===== src/rtl/adder_pipe.sv =====
// adder_pipe: pipelined add/subtract unit with valid/ready flow control.
// The WIDTH-bit carry chain is cut into STAGES equal slices. Each stage adds
// one slice and hands its carry and the still-unconsumed operand bits to the
// next stage through flops. The whole pipe advances together, and bubbles are
// not collapsed.
// Optional feature: define ADDER_PIPE_SAT_EN for unsigned saturation on s_o.
module adder_pipe #(
    parameter int WIDTH  = 8,
    parameter int STAGES = 2
) (
    input  logic             clk,
    input  logic             rst_n,
    input  logic             in_valid_i,
    output logic             in_ready_o,
    input  logic [WIDTH-1:0] a_i,
    input  logic [WIDTH-1:0] b_i,
    input  logic             cin_i,
    input  logic             sub_i,
    output logic             out_valid_o,
    input  logic             out_ready_i,
    output logic [WIDTH-1:0] s_o,
    output logic             cout_o,
    output logic             ovf_o
);
    localparam int L    = WIDTH / STAGES;
    // Stage k keeps (k+1)*L sum bits; all stages are packed back to back.
    localparam int SUMW = L * STAGES * (STAGES + 1) / 2;

    if (WIDTH < 2 || STAGES < 1 || STAGES > WIDTH || (WIDTH % STAGES) != 0) begin : g_param_check
        $error("adder_pipe: WIDTH must be >= 2 and divisible by STAGES (1..WIDTH)");
    end

    logic [STAGES-1:0] v_q;
    logic              en;
    logic [WIDTH-1:0]  bx;
    logic              c0;
    logic [SUMW-1:0]   sum_q, sum_d;
    logic [STAGES-1:0] cy_q, cy_d;
    logic              ovf_q, ovf_d;
    logic [WIDTH-1:0]  sum_last;

    // A full last stage that cannot drain freezes everything, input included.
    assign en          = !v_q[STAGES-1] || out_ready_i;
    assign in_ready_o  = en;
    assign out_valid_o = v_q[STAGES-1];

    // Subtraction is A + ~B + ~borrow.
    assign bx = sub_i ? ~b_i : b_i;
    assign c0 = sub_i ^ cin_i;

    // Valid bits shift with the data; in_ready equals en, so in_valid alone marks acceptance.
    always_ff @(posedge clk or negedge rst_n) begin
        if (!rst_n) begin
            v_q <= '0;
        end else if (en) begin
            v_q <= (v_q << 1) | STAGES'(in_valid_i);
        end
    end

    // Sum, carry and overflow registers of every stage advance together.
    always_ff @(posedge clk or negedge rst_n) begin
        if (!rst_n) begin
            sum_q <= '0;
            cy_q  <= '0;
            ovf_q <= 1'b0;
        end else if (en) begin
            sum_q <= sum_d;
            cy_q  <= cy_d;
            ovf_q <= ovf_d;
        end
    end

    if (STAGES == 1) begin : g_one
        logic [WIDTH:0] add;
        assign add      = {1'b0, a_i} + {1'b0, bx} + {{WIDTH{1'b0}}, c0};
        assign sum_d    = add[WIDTH-1:0];
        assign cy_d[0]  = add[WIDTH];
        // Carry into the MSB is recovered as a ^ b ^ sum at that bit.
        assign ovf_d    = a_i[WIDTH-1] ^ bx[WIDTH-1] ^ add[WIDTH-1] ^ add[WIDTH];
    end else begin : g_multi
        // Stage k forwards the upper WIDTH-(k+1)*L bits of A and B' as {b, a}.
        localparam int OPW = L * STAGES * (STAGES - 1);
        logic [OPW-1:0] ops_q, ops_d;

        // Operand slices still waiting for their stage.
        always_ff @(posedge clk or negedge rst_n) begin
            if (!rst_n) begin
                ops_q <= '0;
            end else if (en) begin
                ops_q <= ops_d;
            end
        end

        for (genvar k = 0; k < STAGES; k++) begin : g_stg
            logic [L-1:0] sa, sb;
            logic         ci;
            logic [L:0]   add;

            assign add     = {1'b0, sa} + {1'b0, sb} + {{L{1'b0}}, ci};
            assign cy_d[k] = add[L];

            if (k == 0) begin : g_in
                assign sa            = a_i[L-1:0];
                assign sb            = bx[L-1:0];
                assign ci            = c0;
                assign sum_d[L-1:0]  = add[L-1:0];
            end else begin : g_chain
                localparam int SO  = L * k * (k + 1) / 2;
                localparam int SOP = L * (k - 1) * k / 2;
                localparam int RP  = WIDTH - k * L;
                localparam int OOP = L * (k - 1) * (2 * STAGES - k);
                assign sa                      = ops_q[OOP +: L];
                assign sb                      = ops_q[OOP + RP +: L];
                assign ci                      = cy_q[k-1];
                assign sum_d[SO +: (k + 1) * L] = {add[L-1:0], sum_q[SOP +: k * L]};
            end

            if (k < STAGES - 1) begin : g_fwd
                localparam int R  = WIDTH - (k + 1) * L;
                localparam int OO = L * k * (2 * STAGES - k - 1);
                if (k == 0) begin : g_src_in
                    assign ops_d[OO +: 2 * R] = {bx[L +: R], a_i[L +: R]};
                end else begin : g_src_reg
                    localparam int RP  = WIDTH - k * L;
                    localparam int OOP = L * (k - 1) * (2 * STAGES - k);
                    assign ops_d[OO +: 2 * R] = {ops_q[OOP + RP + L +: R], ops_q[OOP + L +: R]};
                end
            end else begin : g_last
                assign ovf_d = sa[L-1] ^ sb[L-1] ^ add[L-1] ^ add[L];
            end
        end
    end

    assign sum_last = sum_q[SUMW-1 -: WIDTH];
    assign cout_o   = cy_q[STAGES-1];
    assign ovf_o    = ovf_q;

`ifdef ADDER_PIPE_SAT_EN
    logic [STAGES-1:0] sb_q;

    // The op mode travels with the beat so the output mux knows add vs sub.
    always_ff @(posedge clk or negedge rst_n) begin
        if (!rst_n) begin
            sb_q <= '0;
        end else if (en) begin
            sb_q <= (sb_q << 1) | STAGES'(sub_i);
        end
    end

    // Clamp on add carry-out (to all-ones) or sub borrow (to zero).
    assign s_o = (sb_q[STAGES-1] ^ cy_q[STAGES-1]) ? {WIDTH{~sb_q[STAGES-1]}} : sum_last;
`else
    assign s_o = sum_last;
`endif

endmodule


===== config.mk =====
export PLATFORM = sky130hd
export DESIGN_NAME = adder_pipe
export DESIGN_NICKNAME = d
export VERILOG_FILES = /design/src/rtl/adder_pipe.sv
export SDC_FILE = /design/constraint.sdc
export NUM_CORES = 1
export LEC_CHECK = 0
export ABC_AREA = 1
export CORE_AREA = 2 2 57 59
export DETAILED_ROUTE_END_ITERATION = 7
export DIE_AREA = 0 0 59 61
export GPL_TIMING_DRIVEN = 0
export PLACE_DENSITY_LB_ADDON = 0.1
export SLEW_MARGIN = 30
export SYNTH_ARGS = -nofsm -noshare
export SYNTH_HDL_FRONTEND = slang
export SYNTH_SLANG_ARGS = --single-unit

===== constraint.sdc =====
create_clock -name clk -period 2.05 [get_ports clk]
set_input_delay 0.205 -clock clk [delete_from_list [all_inputs] [get_ports clk]]
set_output_delay 0.205 -clock clk [all_outputs]
set_load 0.03 [all_outputs]

==> flow_summary_export.csv, run 1 <==
group,metric,value,unit
clock_network,cts.clk_slew.worst_paths,140,ps
route,vias,1081,
global_routing,grt_pass1_wl,4595,µm
timing,period_share,90.49,%
yosys,ys_seq_area_share,45.05,%
critical_path,critPathLaunchType,"flip-flop",
power_and_ir_drop,p_seq_share,39.7,%
floorplan,die_area,0.003599,mm²
clock_network,insertion_delay,310,ps
place,port_buffers,32,
floorplan,ioPinCount,34,
finish,drive_above_1_share,10.71,%
clock_network,cts_buffer_depth,2,
route,wl_per_cell,11.42,µm
global_routing,track_usage,17.07,%
power_and_ir_drop,power.switching,660.5,µW
yosys,synth_cell_types,18,
timing,tns,0,ps
power_and_ir_drop,ir_worst_vdd,399.6,µV
clock_network,cts_setup_buffers,0,
global_routing,antenna_found_initial,0,
finish,layout_commonest_cell,"nand2_1",
yosys,ys_warn_count,0,
clock_network,cts_tree,"built",
critical_path,cpMostUsedCell,"nand2_1",
clock_network,root_buffer,"clkbuf_4",
place,dpl_cell_area,0.001745,mm²
floorplan,die_h,61,µm
finish,design_area,0.001782,mm²
yosys,synth-seq-cells,25,
global_routing,grt_overflow,0,
critical_path,r2r_slack,200,ps
clock_network,htree_num_levels,1,
timing,setup_violations,0,
finish,area_delta_synth_final,28.29,%
yosys,synth_top_area_share,45.05,%
critical_path,path_cells,"fa_1 -> fa_1 -> nand2_1 -> nand2_1 -> nand2_1 -> nand2_1 -> nand3_1 -> nand2_1",
yosys,synth_fp_nets,191,
timing,holdWs,277.3,ps
floorplan,die_width,59,µm
route,dr.pass1.iters,4,
critical_path,crit_arrival,2080,ps
floorplan,placementRows,20,
power_and_ir_drop,p_int,1085,µW
global_routing,grt_max_degree,26,
critical_path,slowest_delay,500,ps
critical_path,crit_fanout,3,
yosys,syn_area,0.001389,mm²
route,ant_nets,0,
timing,fmax,539.1,MHz
route,dr.max_layer_used,"met4",
route,routed_wl,2615,µm
clock_network,cts_sinks,25,
timing,slew_headroom,62.63,%
critical_path,worst_path_max_delay_cell,"fa_1",
route,via_per_inst,4.721,
floorplan,coreArea,0.002953,mm²
route,drc_errors,0,
timing,finalHoldViolCount,0,
critical_path,crit_type,"reg -> reg",
route,drtIter0Drc,29,
power_and_ir_drop,comb_power_share,47.7,%
floorplan,start_util,47.03,%
timing,worst_slew_pin_slew,560.5,ps
timing,clock_skew,5.189,ps
timing,slew_viol_final,0,
critical_path,cp_data_required_time,2280,ps
finish,finalNetCount,229,
global_routing,first_global_vias,1094,
yosys,synthTopCellsByArea,"dfrtp_1 (45%), nand2_1 (15%), fa_1 (5.8%)",
timing,rsz0062_at_grt,"false",
clock_network,cts_buffers,3,
power_and_ir_drop,leakagePower,0.0008776,µW
yosys,syn_inst,159,
timing,fin_crit,1855,ps
finish,n_antenna_cell,0,
route,wl_met1,1172,µm
hold_path,hp-class,"in -> reg",
route,wl_met3,99,µm
yosys,yosys.area.top_type,"dfrtp_1",
critical_path,end_kind,"flip-flop",
place,post-dp-hpwl,2004,µm
power_and_ir_drop,p_clk_share,12.6,%
flow_run,cap_violations,0,
power_and_ir_drop,switching_share,37.83,%
route,wl_met2,1324,µm
place,gp_routability_congestion,0.7635,
yosys,avgSynthCellArea,8.735,µm²
run_status,status,"finished clean",
finish,mostFrequentLayoutCells,"nand2_1 (56), clkdlybuf4s50_1 (30), dfrtp_1 (25), o21ai_0 (11)",
power_and_ir_drop,p_per_area,979.9,mW/mm²
[final cells by class]
| cell class | count | area (µm²) |
|---|---|---|
| tap | 33 | 41.29 |
| fill | 285 | 1171 |
| clock inverter | 1 | 5.005 |
| sequential | 25 | 625.6 |
| clock buffer | 3 | 22.52 |
| multi-input combinational | 109 | 614.3 |
| inverter | 11 | 41.29 |
| timing repair buffer | 33 | 324.1 |
| buffer | 14 | 107.6 |
[worst max-delay path, delay by kind of cell (launching register included)]
family | cells | cell delay (ps)
flip-flops | 1 | 430
adder cells (fa/ha/maj) | 2 | 940
AND/OR/NAND/NOR | 6 | 400
[layer usage]
layer  track usage, %  up-vias
li1                 -      562
met1            20.86      492
met2            30.79       25
met3            2.559        2
met4            5.844        0
met5                0        -
[metrics by stage]
stage	cells	setup WS (ps)	util (%)	power (µW)
final	229	195.0	60.34	1746
after global routing	229	96.11	60.34	1889
after CTS	229	187.1	60.34	1769
after detailed placement	224	-52.14	59.11	1544
after global placement	224	-33.50	59.28	1521
after floorplan	159	283.1	-	1253
[registers in the layout, summed over array words and instances (netlist names)]
register / cells
v_q: 2
g_multi.ops_q: 8
cy_q: 2
ovf_o: 1
sum_q: 12
[final timing paths]
check | end | cells past startpoint | start
max | ovf_o$_DFFE_PN0P_ | 8 | cy_q[0]$_DFFE_PN0P_
min | g_multi.ops_q[4]$_DFFE_PN0P_ | 3 | sub_i
max reg2reg | ovf_o$_DFFE_PN0P_ | 8 | cy_q[0]$_DFFE_PN0P_
min reg2reg | v_q[1]$_DFFE_PN0P_ | 2 | v_q[0]$_DFFE_PN0P_
max in group asynchronous | g_multi.ops_q[3]$_DFFE_PN0P_ | 2 | rst_n
min in group asynchronous | sum_q[4]$_DFFE_PN0P_ | 2 | rst_n
[logic make-up (layout without fill, tap and decap cells)]
family                   count (synthesis)  in the layout  synth area share [%]
AO/OA/AOI/OAI                           17             17                 6.126
flip-flops                              25             25                 45.05
XOR/XNOR                                 9              9                 5.675
adder cells (fa/ha/maj)                 10             10                 11.17
buffers and inverters                   25             62                 10.72
AND/OR/NAND/NOR                         73             73                 21.26
[what timing repair did]
action | in CTS | in global routing
endpoints found under the hold margin | 25 | 0
hold buffers | 1 | 0
resized for setup | 1 | 0
setup endpoints to repair | 1 | 0
[power by group through the flow]
stage / clock network (µW) / registers [µW] / logic, µW
detailed placement: 0 / 707 / 838
global placement: 0 / 701 / 820
CTS: 233 / 696 / 840
floorplan: 0 / 731 / 522
global route: 255 / 714 / 920
finish: 220 / 693 / 833
[cell usage after synthesis]
cell,count
o21ai_0,11
xor2_1,5
buf_4,10
xnor2_1,4
dfrtp_1,25
inv_1,10
ha_1,6
inv_2,1
buf_2,2
nor2_1,7
a21oi_1,2
fa_1,4
o21ai_1,4
nand3_1,8
nand3b_1,1
nor2_4,1
nand2_1,56
buf_6,2
Note: power is estimated with default switching activity, not from simulation.
==> inputs of run 2 (changes only) <==
--- a/config.mk
+++ b/config.mk
@@ -11,7 +11,7 @@
 export DIE_AREA = 0 0 59 61
 export GPL_TIMING_DRIVEN = 0
 export PLACE_DENSITY_LB_ADDON = 0.1
-export SLEW_MARGIN = 30
+export SLEW_MARGIN = 0
 export SYNTH_ARGS = -nofsm -noshare
 export SYNTH_HDL_FRONTEND = slang
 export SYNTH_SLANG_ARGS = --single-unit
==> run 2 against run 1 <==
Against the previous run:
- clock skew rose by 0.97 ps
- via count rose by 0.19%
- global-route usage did not move
- register-to-register slack barely moved
- cell area fell by 0.28%
- die area did not move
- fmax barely moved
- critical endpoint unchanged
- highest routed layer unchanged
==> flow_summary_export.csv, run 2 (synthesis gave the netlist of run 1 again) <==
group,metric,value,unit
floorplan,placementRows,20,
clock_network,cts_resized,1,
global_routing,grt.busiest_layer,"met2",
finish,largest_register,"sum_q",
clock_network,cts_buffers,3,
power_and_ir_drop,p_per_area,983.0,mW/mm²
timing,period_share,90.45,%
critical_path,worst_path_max_delay_cell,"fa_1",
finish,drive_above_1_share,10.26,%
global_routing,track_usage,17.07,%
finish,layout_commonest_cell,"nand2_1",
hold_path,hp-class,"in -> reg",
timing,fin_crit,1854,ps
hold_path,min_from,"sub_i",
critical_path,r2r_slack,200,ps
place,post-dp-hpwl,2004,µm
timing,tns,0,ps
critical_path,critPathLaunchType,"flip-flop",
global_routing,antenna_found_initial,0,
clock_network,cts_sinks,25,
route,wl_per_cell,11.55,µm
timing,fmax,539.3,MHz
global_routing,grt_overflow,0,
place,gp_routability_congestion,0.7635,
global_routing,first_global_vias,1085,
place,port_buffers,32,
route,vias,1083,
timing,clock_skew,6.161,ps
timing,rsz0062_at_grt,"false",
critical_path,cpMostUsedCell,"nand2_1",
floorplan,die_width,59,µm
clock_network,cts.clk_slew.worst_paths,140,ps
timing,slew_viol_final,0,
finish,largest_reg_flops,12,
clock_network,cts_setup_buffers,0,
timing,setup_violations,0,
critical_path,cp_data_required_time,2280,ps
flow_run,cap_violations,0,
timing,finalHoldViolCount,0,
finish,mostFrequentLayoutCells,"nand2_1 (56), clkdlybuf4s50_1 (31), dfrtp_1 (25), o21ai_0 (11)",
route,drc_errors,0,
power_and_ir_drop,ir_worst_vdd,399.7,µV
global_routing,use_met3,2.559,%
global_routing,grt_use_met1,21.00,%
finish,finalNetCount,228,
route,drtIter0Drc,28,
global_routing,grtUsageMet2,30.63,%
clock_network,root_buffer,"clkbuf_4",
clock_network,cts_tree,"built",
critical_path,path_buf_inv,0,
floorplan,coreArea,0.002953,mm²
floorplan,start_util,47.03,%
critical_path,crit_type,"reg -> reg",
finish,area_delta_synth_final,27.93,%
place,place_ws,-52.16,ps
finish,fillCellCount,286,
run_status,status,"finished clean",
critical_path,worstReg2RegStart,"cy_q[0]$_DFFE_PN0P_",
floorplan,die_h,61,µm
timing,setup_ws,195.8,ps
route,ant_nets,0,
critical_path,slowest_delay,490,ps
clock_network,postCtsHoldBufs,0,
finish,reg.largest.list,"sum_q (12), g_multi.ops_q (8)",
critical_path,crit_arrival,2080,ps
route,dr.pass1.iters,4,
route,via_per_inst,4.750,
critical_path,startpoint,"cy_q[0]$_DFFE_PN0P_",
clock_network,insertion_delay,310,ps
finish,n_antenna_cell,0,
floorplan,die_area,0.003599,mm²
critical_path,crit_fanout,3,
critical_path,end_kind,"flip-flop",
clock_network,cts_buffer_depth,2,
critical_path,crit_family,"adder cells",
clock_network,htree_num_levels,1,
power_and_ir_drop,leakagePower,0.0008735,µW
critical_path,path_cells,"fa_1 -> fa_1 -> nand2_1 -> nand2_1 -> nand2_1 -> nand2_1 -> nand3_1 -> nand2_1",
place,dpl_cell_area,0.001750,mm²
floorplan,ioPinCount,34,
global_routing,grt_pass1_wl,4595,µm
finish,design_area,0.001777,mm²
route,routed_wl,2633,µm
timing,slew_headroom,24.52,%
global_routing,grt_max_degree,26,
timing,worst_slew_pin_slew,1129,ps
run 2: final timing paths:
kind	to	depth (start not counted)
max	ovf_o$_DFFE_PN0P_	8
min	g_multi.ops_q[4]$_DFFE_PN0P_	3
max reg2reg	ovf_o$_DFFE_PN0P_	8
min reg2reg	v_q[1]$_DFFE_PN0P_	2
max in group asynchronous	g_multi.ops_q[6]$_DFFE_PN0P_	1
min in group asynchronous	g_multi.ops_q[5]$_DFFE_PN0P_	1
run 2: tightest hold or removal path, stage by stage:
cell and delay (ps):
buf_4 170, xnor2_1 120, o21ai_0 60
run 2: cell type report:
class | count | area, µm² | share of cell area [%]
flip-flops and latches | 25 | 625.6 | 35.21
multi-input cells | 109 | 614.3 | 34.58
repair buffers | 32 | 319.1 | 17.96
plain buffers | 14 | 107.6 | 6.056
inverters | 11 | 41.29 | 2.324
well taps | 33 | 41.29 | 2.324
clock buffers | 3 | 22.52 | 1.268
clock inverters | 1 | 5.005 | 0.2817
run 2: stage by stage:
stage	hold slack [ps]	power [µW]	util, %	instances
after global routing	297.6	1889	60.17	228
after CTS	264.0	1769	60.17	228
after detailed placement	440.8	1545	59.28	224
final	272.9	1746	60.17	228
after global placement	440.7	1521	59.28	224
after floorplan	-90.59	1253	-	159
run 2: report_power, final:
part	total, µW	internal (µW)	switching (µW)
Clock	220	72.9	147
Sequential	694	623	70.6
Combinational	833	389	444
Total	1750	1090	661
run 2: per-layer routing:
layer / vias to the layer above / wire length, µm
met5: - / 0
met1: 497 / 1209
met4: 0 / 18
met3: 2 / 98
li1: 561 / -
met2: 23 / 1307
